### config.mk
export PLATFORM = sky130hd
export DESIGN_NAME = tec8_datapath
export DESIGN_NICKNAME = d
export VERILOG_FILES = /design/src/rtl/tec8_pkg.sv /design/src/rtl/tec8_alu.sv /design/src/rtl/tec8_datapath.sv
export SDC_FILE = /design/constraint.sdc
export NUM_CORES = 1
export LEC_CHECK = 0
export CAP_MARGIN = 0
export CORE_MARGIN = 8
export CORE_UTILIZATION = 50
export CTS_BUF_LIST = sky130_fd_sc_hd__clkbuf_16
export CTS_CLUSTER_SIZE = 24
export DETAILED_ROUTE_END_ITERATION = 8
export PLACE_DENSITY_LB_ADDON = 0.3
export SETUP_SLACK_MARGIN = 0.3
export SLEW_MARGIN = 25
export SYNTH_ARGS = -nofsm -noshare
export SYNTH_HDL_FRONTEND = slang
export SYNTH_SLANG_ARGS = --single-unit
### constraint.sdc
create_clock -name CLK -period 9.38 [get_ports CLK]
set_input_delay 0.938 -clock CLK [delete_from_list [all_inputs] [get_ports CLK]]
set_output_delay 0.938 -clock CLK [all_outputs]
set_load 0.02 [all_outputs]
### src/rtl/tec8_pkg.sv
// Shared constants for the TEC-8 datapath.
// Holds the one-hot beat encodings, beat phase count and T3 phase index, and the ALU
// select codes decoded by tec8_alu.
package tec8_pkg;

  // Beat phases: 0..3, the T3 strobe is phase 2, W advances on the phase-3 edge.
  localparam int unsigned PhaseCount = 4;
  localparam logic [1:0]  PhaseT3    = 2'd2;
  localparam logic [1:0]  PhaseLast  = 2'(PhaseCount - 1);

  // One-hot beat (W) encodings.
  localparam logic [2:0] BeatW1 = 3'b001;
  localparam logic [2:0] BeatW2 = 3'b010;
  localparam logic [2:0] BeatW3 = 3'b100;

  // Arithmetic select codes (M = 0).
  localparam logic [3:0] AluInc = 4'b0000;
  localparam logic [3:0] AluAdd = 4'b1001;
  localparam logic [3:0] AluSub = 4'b0110;
  localparam logic [3:0] AluDec = 4'b1111;

  // Logic select codes (M = 1).
  localparam logic [3:0] AluPassB = 4'b1010;
  localparam logic [3:0] AluAnd   = 4'b1011;
  localparam logic [3:0] AluOr    = 4'b1110;
  localparam logic [3:0] AluXor   = 4'b0110;
  localparam logic [3:0] AluPassA = 4'b1111;

endpackage

### src/rtl/tec8_alu.sv
// Combinational 8-bit ALU of the TEC-8 datapath.
// Ports: a_i/b_i operands, s_i select code, m_i mode (0 arithmetic, 1 logic),
//        cin_i carry control (active-low: carry-in = ~cin_i), f_o result, co_o carry-out.
module tec8_alu
  import tec8_pkg::*;
(
  input  logic [7:0] a_i,
  input  logic [7:0] b_i,
  input  logic [3:0] s_i,
  input  logic       m_i,
  input  logic       cin_i,
  output logic [7:0] f_o,
  output logic       co_o
);

  logic       c0;
  logic [8:0] sum;

  always_comb begin
    c0   = ~cin_i;
    sum  = {1'b0, a_i} + {8'h00, c0};
    f_o  = a_i;
    co_o = 1'b0;
    if (!m_i) begin
      case (s_i)
        AluInc:  sum = {1'b0, a_i} + {8'h00, c0};
        AluAdd:  sum = {1'b0, a_i} + {1'b0, b_i} + {8'h00, c0};
        AluSub:  sum = {1'b0, a_i} + {1'b0, ~b_i} + {8'h00, c0};
        AluDec:  sum = {1'b0, a_i} + 9'h0FF + {8'h00, c0};
        default: sum = {1'b0, a_i} + {8'h00, c0};
      endcase
      f_o  = sum[7:0];
      co_o = sum[8];
    end else begin
      case (s_i)
        AluPassB: f_o = b_i;
        AluAnd:   f_o = a_i & b_i;
        AluOr:    f_o = a_i | b_i;
        AluXor:   f_o = a_i ^ b_i;
        AluPassA: f_o = a_i;
        default:  f_o = a_i;
      endcase
    end
  end

endmodule

### src/rtl/tec8_datapath.sv
// TEC-8 datapath: beat sequencer (phase, running, W), register file R0..R3, PC, AR, IR,
// C/Z flags, bus multiplexer and memory interface.
// Ports: CLK/CLR clock and async active-high clear; control strobes from the controller;
//        S/M/CIN ALU control; SEL/D/START console; IR/C/Z/W/T3 status to the controller;
//        MEM_* memory port (combinational read); PC/AR/DBUS observation.
module tec8_datapath
  import tec8_pkg::*;
(
  input  logic       CLK,
  input  logic       CLR,
  input  logic       SELCTL,
  input  logic       DRW,
  input  logic       LPC,
  input  logic       PCINC,
  input  logic       PCADD,
  input  logic       LAR,
  input  logic       ARINC,
  input  logic       LIR,
  input  logic       LDZ,
  input  logic       LDC,
  input  logic       CIN,
  input  logic       M,
  input  logic       MEMW,
  input  logic       ABUS,
  input  logic       SBUS,
  input  logic       MBUS,
  input  logic       STOP,
  input  logic       SHORT,
  input  logic       LONG,
  input  logic [3:0] S,
  input  logic [3:0] SEL,
  input  logic [7:0] D,
  input  logic       START,
  output logic [7:0] IR,
  output logic       C,
  output logic       Z,
  output logic [2:0] W,
  output logic       T3,
  output logic [7:0] MEM_ADDR,
  output logic [7:0] MEM_WDATA,
  output logic       MEM_WE,
  input  logic [7:0] MEM_RDATA,
  output logic [7:0] PC,
  output logic [7:0] AR,
  output logic [7:0] DBUS
);

  logic [1:0] phase_q, phase_d;
  logic       run_q, run_d;
  logic [2:0] w_q, w_d;
  logic [7:0] r_q [4];
  logic [7:0] r_d [4];
  logic [7:0] pc_q, pc_d, ar_q, ar_d, ir_q, ir_d;
  logic       c_q, c_d, z_q, z_d;

  logic       t3;
  logic [1:0] rd, rs;
  logic [7:0] alu_f, dbus;
  logic       alu_co;

  assign t3 = run_q && (phase_q == PhaseT3);
  assign rd = SELCTL ? SEL[3:2] : ir_q[3:2];
  assign rs = SELCTL ? SEL[1:0] : ir_q[1:0];

  tec8_alu u_alu (
    .a_i   (r_q[rd]),
    .b_i   (r_q[rs]),
    .s_i   (S),
    .m_i   (M),
    .cin_i (CIN),
    .f_o   (alu_f),
    .co_o  (alu_co)
  );

  always_comb begin
    if (ABUS)      dbus = alu_f;
    else if (SBUS) dbus = D;
    else if (MBUS) dbus = MEM_RDATA;
    else           dbus = 8'h00;
  end

  // Sequencer: START only matters while stopped; W and STOP act on the phase-3 edge.
  always_comb begin
    phase_d = phase_q;
    run_d   = run_q;
    w_d     = w_q;
    if (!run_q) begin
      if (START) begin
        run_d   = 1'b1;
        phase_d = 2'd0;
      end
    end else if (phase_q == PhaseLast) begin
      phase_d = 2'd0;
      if (STOP) begin
        run_d = 1'b0;
        w_d   = BeatW1;
      end else begin
        case (w_q)
          BeatW1:  w_d = SHORT ? BeatW1 : BeatW2;
          BeatW2:  w_d = LONG ? BeatW3 : BeatW1;
          BeatW3:  w_d = BeatW1;
          default: w_d = BeatW1;
        endcase
      end
    end else begin
      phase_d = phase_q + 2'd1;
    end
  end

  always_comb begin
    r_d = r_q;
    if (DRW) r_d[rd] = dbus;
    ir_d = LIR ? MEM_RDATA : ir_q;
    if (LPC)        pc_d = dbus;
    else if (PCADD) pc_d = pc_q + {{4{ir_q[3]}}, ir_q[3:0]};
    else if (PCINC) pc_d = pc_q + 8'd1;
    else            pc_d = pc_q;
    if (LAR)        ar_d = dbus;
    else if (ARINC) ar_d = ar_q + 8'd1;
    else            ar_d = ar_q;
    c_d = LDC ? alu_co : c_q;
    z_d = LDZ ? (alu_f == 8'h00) : z_q;
  end

  always_ff @(posedge CLK or posedge CLR) begin
    if (CLR) begin
      phase_q <= 2'd0;
      run_q   <= 1'b0;
      w_q     <= BeatW1;
      r_q     <= '{default: 8'h00};
      pc_q    <= 8'h00;
      ar_q    <= 8'h00;
      ir_q    <= 8'h00;
      c_q     <= 1'b0;
      z_q     <= 1'b0;
    end else begin
      phase_q <= phase_d;
      run_q   <= run_d;
      w_q     <= w_d;
      // Every datapath load lands on the edge that ends the T3 phase.
      if (t3) begin
        r_q  <= r_d;
        pc_q <= pc_d;
        ar_q <= ar_d;
        ir_q <= ir_d;
        c_q  <= c_d;
        z_q  <= z_d;
      end
    end
  end

  // IR fetch addresses memory with the current (pre-increment) PC.
  assign MEM_ADDR  = LIR ? pc_q : ar_q;
  assign MEM_WDATA = dbus;
  assign MEM_WE    = MEMW & t3;
  assign IR        = ir_q;
  assign C         = c_q;
  assign Z         = z_q;
  assign W         = w_q;
  assign T3        = t3;
  assign PC        = pc_q;
  assign AR        = ar_q;
  assign DBUS      = dbus;

endmodule

==> flow_metrics.tcl, run 1 <==
set metrics [dict create \
    vias_per_cell 6.32 \
    place_area_mm2 0.00699 \
    dieArea_mm2 0.0157 \
    htree_levels 3 \
    tightest_slew_ns 0.963 \
    layout.nets 815 \
    fp.dieW_um 125 \
    areaGrowthSynthToFinish_pct 22.2 \
    clock_skew_ns 0.00722 \
    avgSynthCellArea_um2 9.18 \
    hold_buffers 0 \
    grt_max_degree 65 \
    fillers 1009 \
    fin_area_mm2 0.00730 \
    synth_fp_nets 736 \
    cts_made_buffers 9 \
    finalHoldViolations 0 \
    arrival_ns 6.71 \
    drv_slew 0 \
    pwr-share-comb 0.669 \
    power_uw 2790 \
    dieHeight_um 125 \
    fmax_mhz 131 \
    wl_um 18900 \
    finalSetupViolCount 0 \
    async_flop_share 1.00 \
    yosysWarningCount 0 \
    antenna_cells 0 \
    fin_setup_tns_ns 0 \
    cts_tree "built" \
    gp_congestion 0.999 \
    worst_ir_drop_vdd_mv 0.204 \
    grt_usage 0.238 \
    drt_iter0_drc 639 \
    io_pins 101 \
    rsz0062_at_grt "no" \
    antenna_found_initial 0 \
    yosysSeqAreaShare 0.268 \
    clk_latency_ns 0.34 \
    p_int_uw 1460 \
    synth_seq_cells 64 \
    rows 40 \
    firstDrtPassIters 6 \
    grt_pass1_vias 5560 \
    fin_crit_ns 7.65 \
    grt_first_pass_wirelength_um 29700 \
    wire_per_inst_um 21.4 \
    leakage_uw 0.00306 \
    drive_gt1_frac 0.165 \
    slew_headroom 0.358 \
    cts_resized 0 \
    cp.required_ns 8.44 \
    ys.flop_type "dfrtp_1" \
    syn-cell-area_mm2 0.00597 \
    drc 0 \
    grt-ovfl-total 0 \
    clkPwrFrac 0.127 \
    powerDensity_mw_per_mm2 382 \
    postCtsSetupRepairBufs 0 \
    ctsLongestPathBuffers 2 \
    start_util 0.504 \
    cts_root_buf "clkbuf_16" \
    seqPwrFrac 0.204 \
    cts.sinks 64 \
    cap_violations 0 \
    synthDistinctLibCells 80 \
    status "complete, no violations" \
    crit_fanout 15 \
    syn_inst 651 \
    critical_path_class "in -> out" \
    min_period_over_period 0.815 \
    p_switching_uw 1330 \
    min_path_type "reg -> reg" \
    ant_nets 0 \
    dpl.hpwl_um 14600 \
    cp-end-kind "primary output" \
    core_area_mm2 0.0119 \
    placement.io_buffers 100 \
    swShare 0.478 \
    vias 5578 \
    path_clk_slew_ns 0.05 \
    start_kind "input port" \
    synth_edf_count 0 \
]
stage by stage:
step,instances,worst slack [ns],hold slack [ns],util
after global routing,882,1.45,0.524,0.616
after detailed placement,866,1.76,0.472,0.589
after floorplan,651,3.67,0.492,-
after CTS,882,1.74,0.483,0.616
after global placement,866,1.91,0.459,0.589
final,882,1.73,0.480,0.616
routing by layer:
layer	up-vias	GRT usage	routed length [um]
met1	2701	0.292	7750
li1	2562	-	-
met3	53	0.0450	1280
met4	0	0.125	743
met2	262	0.392	9120
met5	-	0	0
cell usage after synthesis (all sizes together) (3+ instances only):
master,n,share of area
a311oi,4,0.0059
and2,5,0.0052
mux2,55,0.10
xnor2,11,0.017
a21o,9,0.011
o21ba,3,0.0061
a21oi,39,0.036
a31o,4,0.0059
o221ai,5,0.0084
nor2b,8,0.0084
nand4,8,0.0084
or2,3,0.0031
nor3b,5,0.0063
xor2,3,0.0044
nand2,53,0.034
a221o,6,0.010
nor3,9,0.0075
nand3,10,0.0084
nor4,5,0.0063
a211oi,5,0.0063
nor2,52,0.033
dfrtp,63,0.26
buf,18,0.024
o21ai,41,0.035
nand2b,10,0.010
ha,37,0.077
mux4,8,0.031
a221oi,7,0.010
o31ai,9,0.011
a31oi,10,0.010
mux2i,39,0.074
o22ai,9,0.0094
clkbuf,21,0.013
o21a,3,0.0038
inv,39,0.025
logic make-up after synthesis:
kind of cell	synth area share
AO/OA/AOI/OAI	0.212
multiplexers	0.210
XOR/XNOR	0.0218
AND/OR/NAND/NOR	0.141
buffers and inverters	0.0624
adder cells (fa/ha/maj)	0.0842
flip-flops	0.268
cell usage in the layout, fill, tap and decap left out, types with 34 or more instances in the layout:
| cell | synthesis | final |
|---|---|---|
| clkdlybuf4s50_1 | 0 | 100 |
| dfrtp_1 | 63 | 63 |
| mux2_2 | 53 | 53 |
| nand2_1 | 52 | 52 |
| nor2_1 | 52 | 52 |
| ha_1 | 37 | 37 |
| o21ai_0 | 37 | 36 |
| inv_1 | 34 | 35 |
| mux2i_1 | 34 | 34 |
| a21oi_1 | 34 | 34 |
critical path, cell delays in order:
cell	delay (ns)
clkdlybuf4s50_1	0.77
mux2i_4	0.70
mux2i_1	0.38
mux2i_4	0.17
nor2_1	0.22
nor2_1	0.08
ha_1	0.22
or2_2	0.30
ha_1	0.18
or2_2	0.32
a221oi_1	0.44
o31a_1	0.23
a221oi_1	0.08
o21ai_0	0.24
o221ai_2	0.14
a21oi_2	0.55
clkdlybuf4s50_1	0.73
power by group through the flow:
| stage | registers [uW] | logic (uW) | clock network, uW |
|---|---|---|---|
| finish | 569 | 1870 | 354 |
| global route | 588 | 2010 | 375 |
| CTS | 563 | 1840 | 360 |
| detailed placement | 565 | 1830 | 0 |
| global placement | 558 | 1800 | 0 |
| floorplan | 581 | 1270 | 0 |
state kept, by name (all words and copies together), names as in the netlist:
signal and cells:
r_q 32, AR 8, IR 8, PC 8
W 3, phase_q 2, C 1, Z 1
run_q 1
worst paths after layout:
kind / cells after the start / slack [ns] / to / from
max in group asynchronous: 3 / 7.68 / IR[4] / CLR
min reg2reg: 1 / 0.48 / C / C
min in group asynchronous: 3 / 1.18 / W[1] / CLR
min: 1 / 0.48 / C / C
max: 17 / 1.73 / DBUS[6] / SELCTL
max reg2reg: 17 / 4.35 / AR[6] / IR[1]
final cells by class:
| cell class | instances | area, um2 | share of cell area |
|---|---|---|---|
| flip-flops and latches | 64 | 1600 | 0.220 |
| well taps | 147 | 184 | 0.0252 |
| clock buffers | 9 | 225 | 0.0308 |
| repair buffers | 107 | 1050 | 0.144 |
| inverters | 39 | 149 | 0.0204 |
| clock inverters | 7 | 88.8 | 0.0122 |
| multi-input cells | 509 | 4000 | 0.548 |
No activity file was read; power rests on OpenSTA's default activity.
==> run 2: changes to the inputs <==
- clock period: 9.38 -> 6.2 ns (I/O delays scaled with it)
==> run 2 against run 1 <==
Net effect: global-route usage rose by 1.1 points; final cell count rose by 2.5%; combinational power rose by 60%; die area did not move; via count rose by 0.13%; clock skew rose by 0.0029 ns; core utilization rose by 1.7 points; clock power rose by 38%; setup slack got worse by 1.2 ns; critical endpoint is now MEM_WDATA[2]; largest power group unchanged.
==> flow_metrics.tcl, run 2 (synthesis gave the netlist of run 1 again) <==
set metrics [dict create \
    clkPwrFrac 0.113 \
    antenna_cells 0 \
    cp-end-kind "primary output" \
    io_pins 101 \
    status "complete, no violations" \
    ctsLongestPathBuffers 2 \
    place_area_mm2 0.00715 \
    rows 40 \
    dieArea_mm2 0.0157 \
    clock_skew_ns 0.0102 \
    rsz0062_at_grt "yes" \
    p_int_uw 2270 \
    fin_area_mm2 0.00750 \
    fin_crit_ns 5.70 \
    drive_gt1_frac 0.193 \
    drv_slew 0 \
    min_path_type "reg -> reg" \
    grt_max_degree 65 \
    finalSetupViolCount 0 \
    drt_iter0_drc 492 \
    tightest_slew_ns 0.878 \
    crit_fanout 8 \
    powerDensity_mw_per_mm2 579 \
    cts_tree "built" \
    grt_usage 0.249 \
    cts_root_buf "clkbuf_16" \
    fp.dieW_um 125 \
    p_switching_uw 2080 \
    leakage_uw 0.00321 \
    vias 5585 \
    path_clk_slew_ns 0.05 \
    final_core_util 0.632 \
    regMostFlops "r_q" \
    ant_nets 0 \
    vias_per_cell 6.18 \
    fin_setup_tns_ns 0 \
    worst_ir_drop_vdd_mv 0.322 \
    postCtsSetupRepairBufs 0 \
    start_util 0.504 \
    cap_violations 0 \
    swShare 0.479 \
    grt-ovfl-total 0 \
    dieHeight_um 125 \
    most-common-layout-cells "95 x clkdlybuf4s50_1, 63 x dfrtp_1, 53 x mux2_2, 52 x nand2_1, 52 x nor2_1" \
    seqPwrFrac 0.199 \
    min_period_over_period 0.920 \
    grt_first_pass_wirelength_um 31300 \
    core_area_mm2 0.0119 \
    slew_headroom 0.415 \
    antenna_found_initial 0 \
    grt_pass1_vias 5839 \
    cts.sinks 64 \
    hold_buffers 0 \
    clk_latency_ns 0.33 \
    gp_congestion 1.00 \
    placement.io_buffers 100 \
    areaGrowthSynthToFinish_pct 25.5 \
    power_uw 4340 \
    fmax_mhz 175 \
    firstDrtPassIters 5 \
    layout.nets 837 \
    htree_levels 3 \
    dpl.hpwl_um 15200 \
    pwr-share-comb 0.688 \
    final_common_cell "clkdlybuf4s50_1" \
    drc 0 \
    start_kind "input port" \
    largest_register_ffs 32 \
    wl_um 19500 \
    cp.required_ns 5.58 \
    cts_made_buffers 9 \
    critical_path_class "in -> out" \
    finalHoldViolations 0 \
    wire_per_inst_um 21.6 \
    arrival_ns 5.08 \
]
==> run 2: repair_timing <==
action | in CTS | in global routing
endpoints found under the setup margin | 4 | 8
hold endpoints to repair | 0 | 0
gates cloned | 0 | 0
pin swaps | 0 | 0
gates resized for setup | 2 | 11
==> run 2: critical path: stages <==
cell             delay, ns
clkdlybuf4s50_1       0.47
buf_4                 0.18
mux2_4                0.33
mux2i_1               0.13
mux2_4                0.33
nor2_1                0.18
nor2_1                0.07
ha_1                  0.19
or2_2                 0.30
ha_1                  0.18
or2_2                 0.34
o22ai_1               0.15
o21ai_0               0.10
o21ai_0               0.09
a21oi_1               0.15
a21oi_2               0.55
clkdlybuf4s50_1       0.74
==> run 2: area by class of cell <==
cell class,count,area [um2]
flip-flops and latches,64,1600
well taps,147,184
clock inverters,7,62.6
inverters,39,149
fillers,1024,4360
clock buffers,9,225
repair buffers,129,1240
multi-input cells,509,4040
==> run 2: path summary, 6_finish.rpt <==
check	start	to	slack (ns)	depth (start not counted)
max	SELCTL	MEM_WDATA[2]	0.50	17
min	C	C	0.49	1
max reg2reg	IR[3]	r_q[22]	1.94	18
min reg2reg	C	C	0.49	1
max in group asynchronous	CLR	IR[5]	4.81	3
min in group asynchronous	CLR	phase_q[0]	0.85	3
==> run 2: power by group through the flow <==
stage / sequential, uW / clock [uW] / combinational [uW]
5_1_grt: 892 / 514 / 3250
6_report: 865 / 489 / 2990
4_1_cts: 856 / 497 / 2930
3_3_place_gp: 846 / 0 / 2850
3_5_place_dp: 858 / 0 / 2890
2_1_floorplan: 878 / 0 / 1910
==> run 2: through the flow <==
step                      std cells  hold slack, ns  setup slack, ns
after floorplan                 651           0.492             1.13
final                           904           0.488            0.497
after global routing            904           0.507            0.233
after global placement          888           0.461            0.281
after CTS                       904           0.492            0.301
after detailed placement        888           0.480            0.214
==> run 2: routing by layer <==
layer / wire, um / global-route usage / vias to the layer above / part of all wire
li1: - / - / 2616 / -
met1: 8240 / 0.294 / 2726 / 0.42
met2: 9460 / 0.422 / 193 / 0.49
met3: 1030 / 0.0523 / 50 / 0.053
met4: 755 / 0.125 / 0 / 0.039
met5: 0 / 0 / - / 0
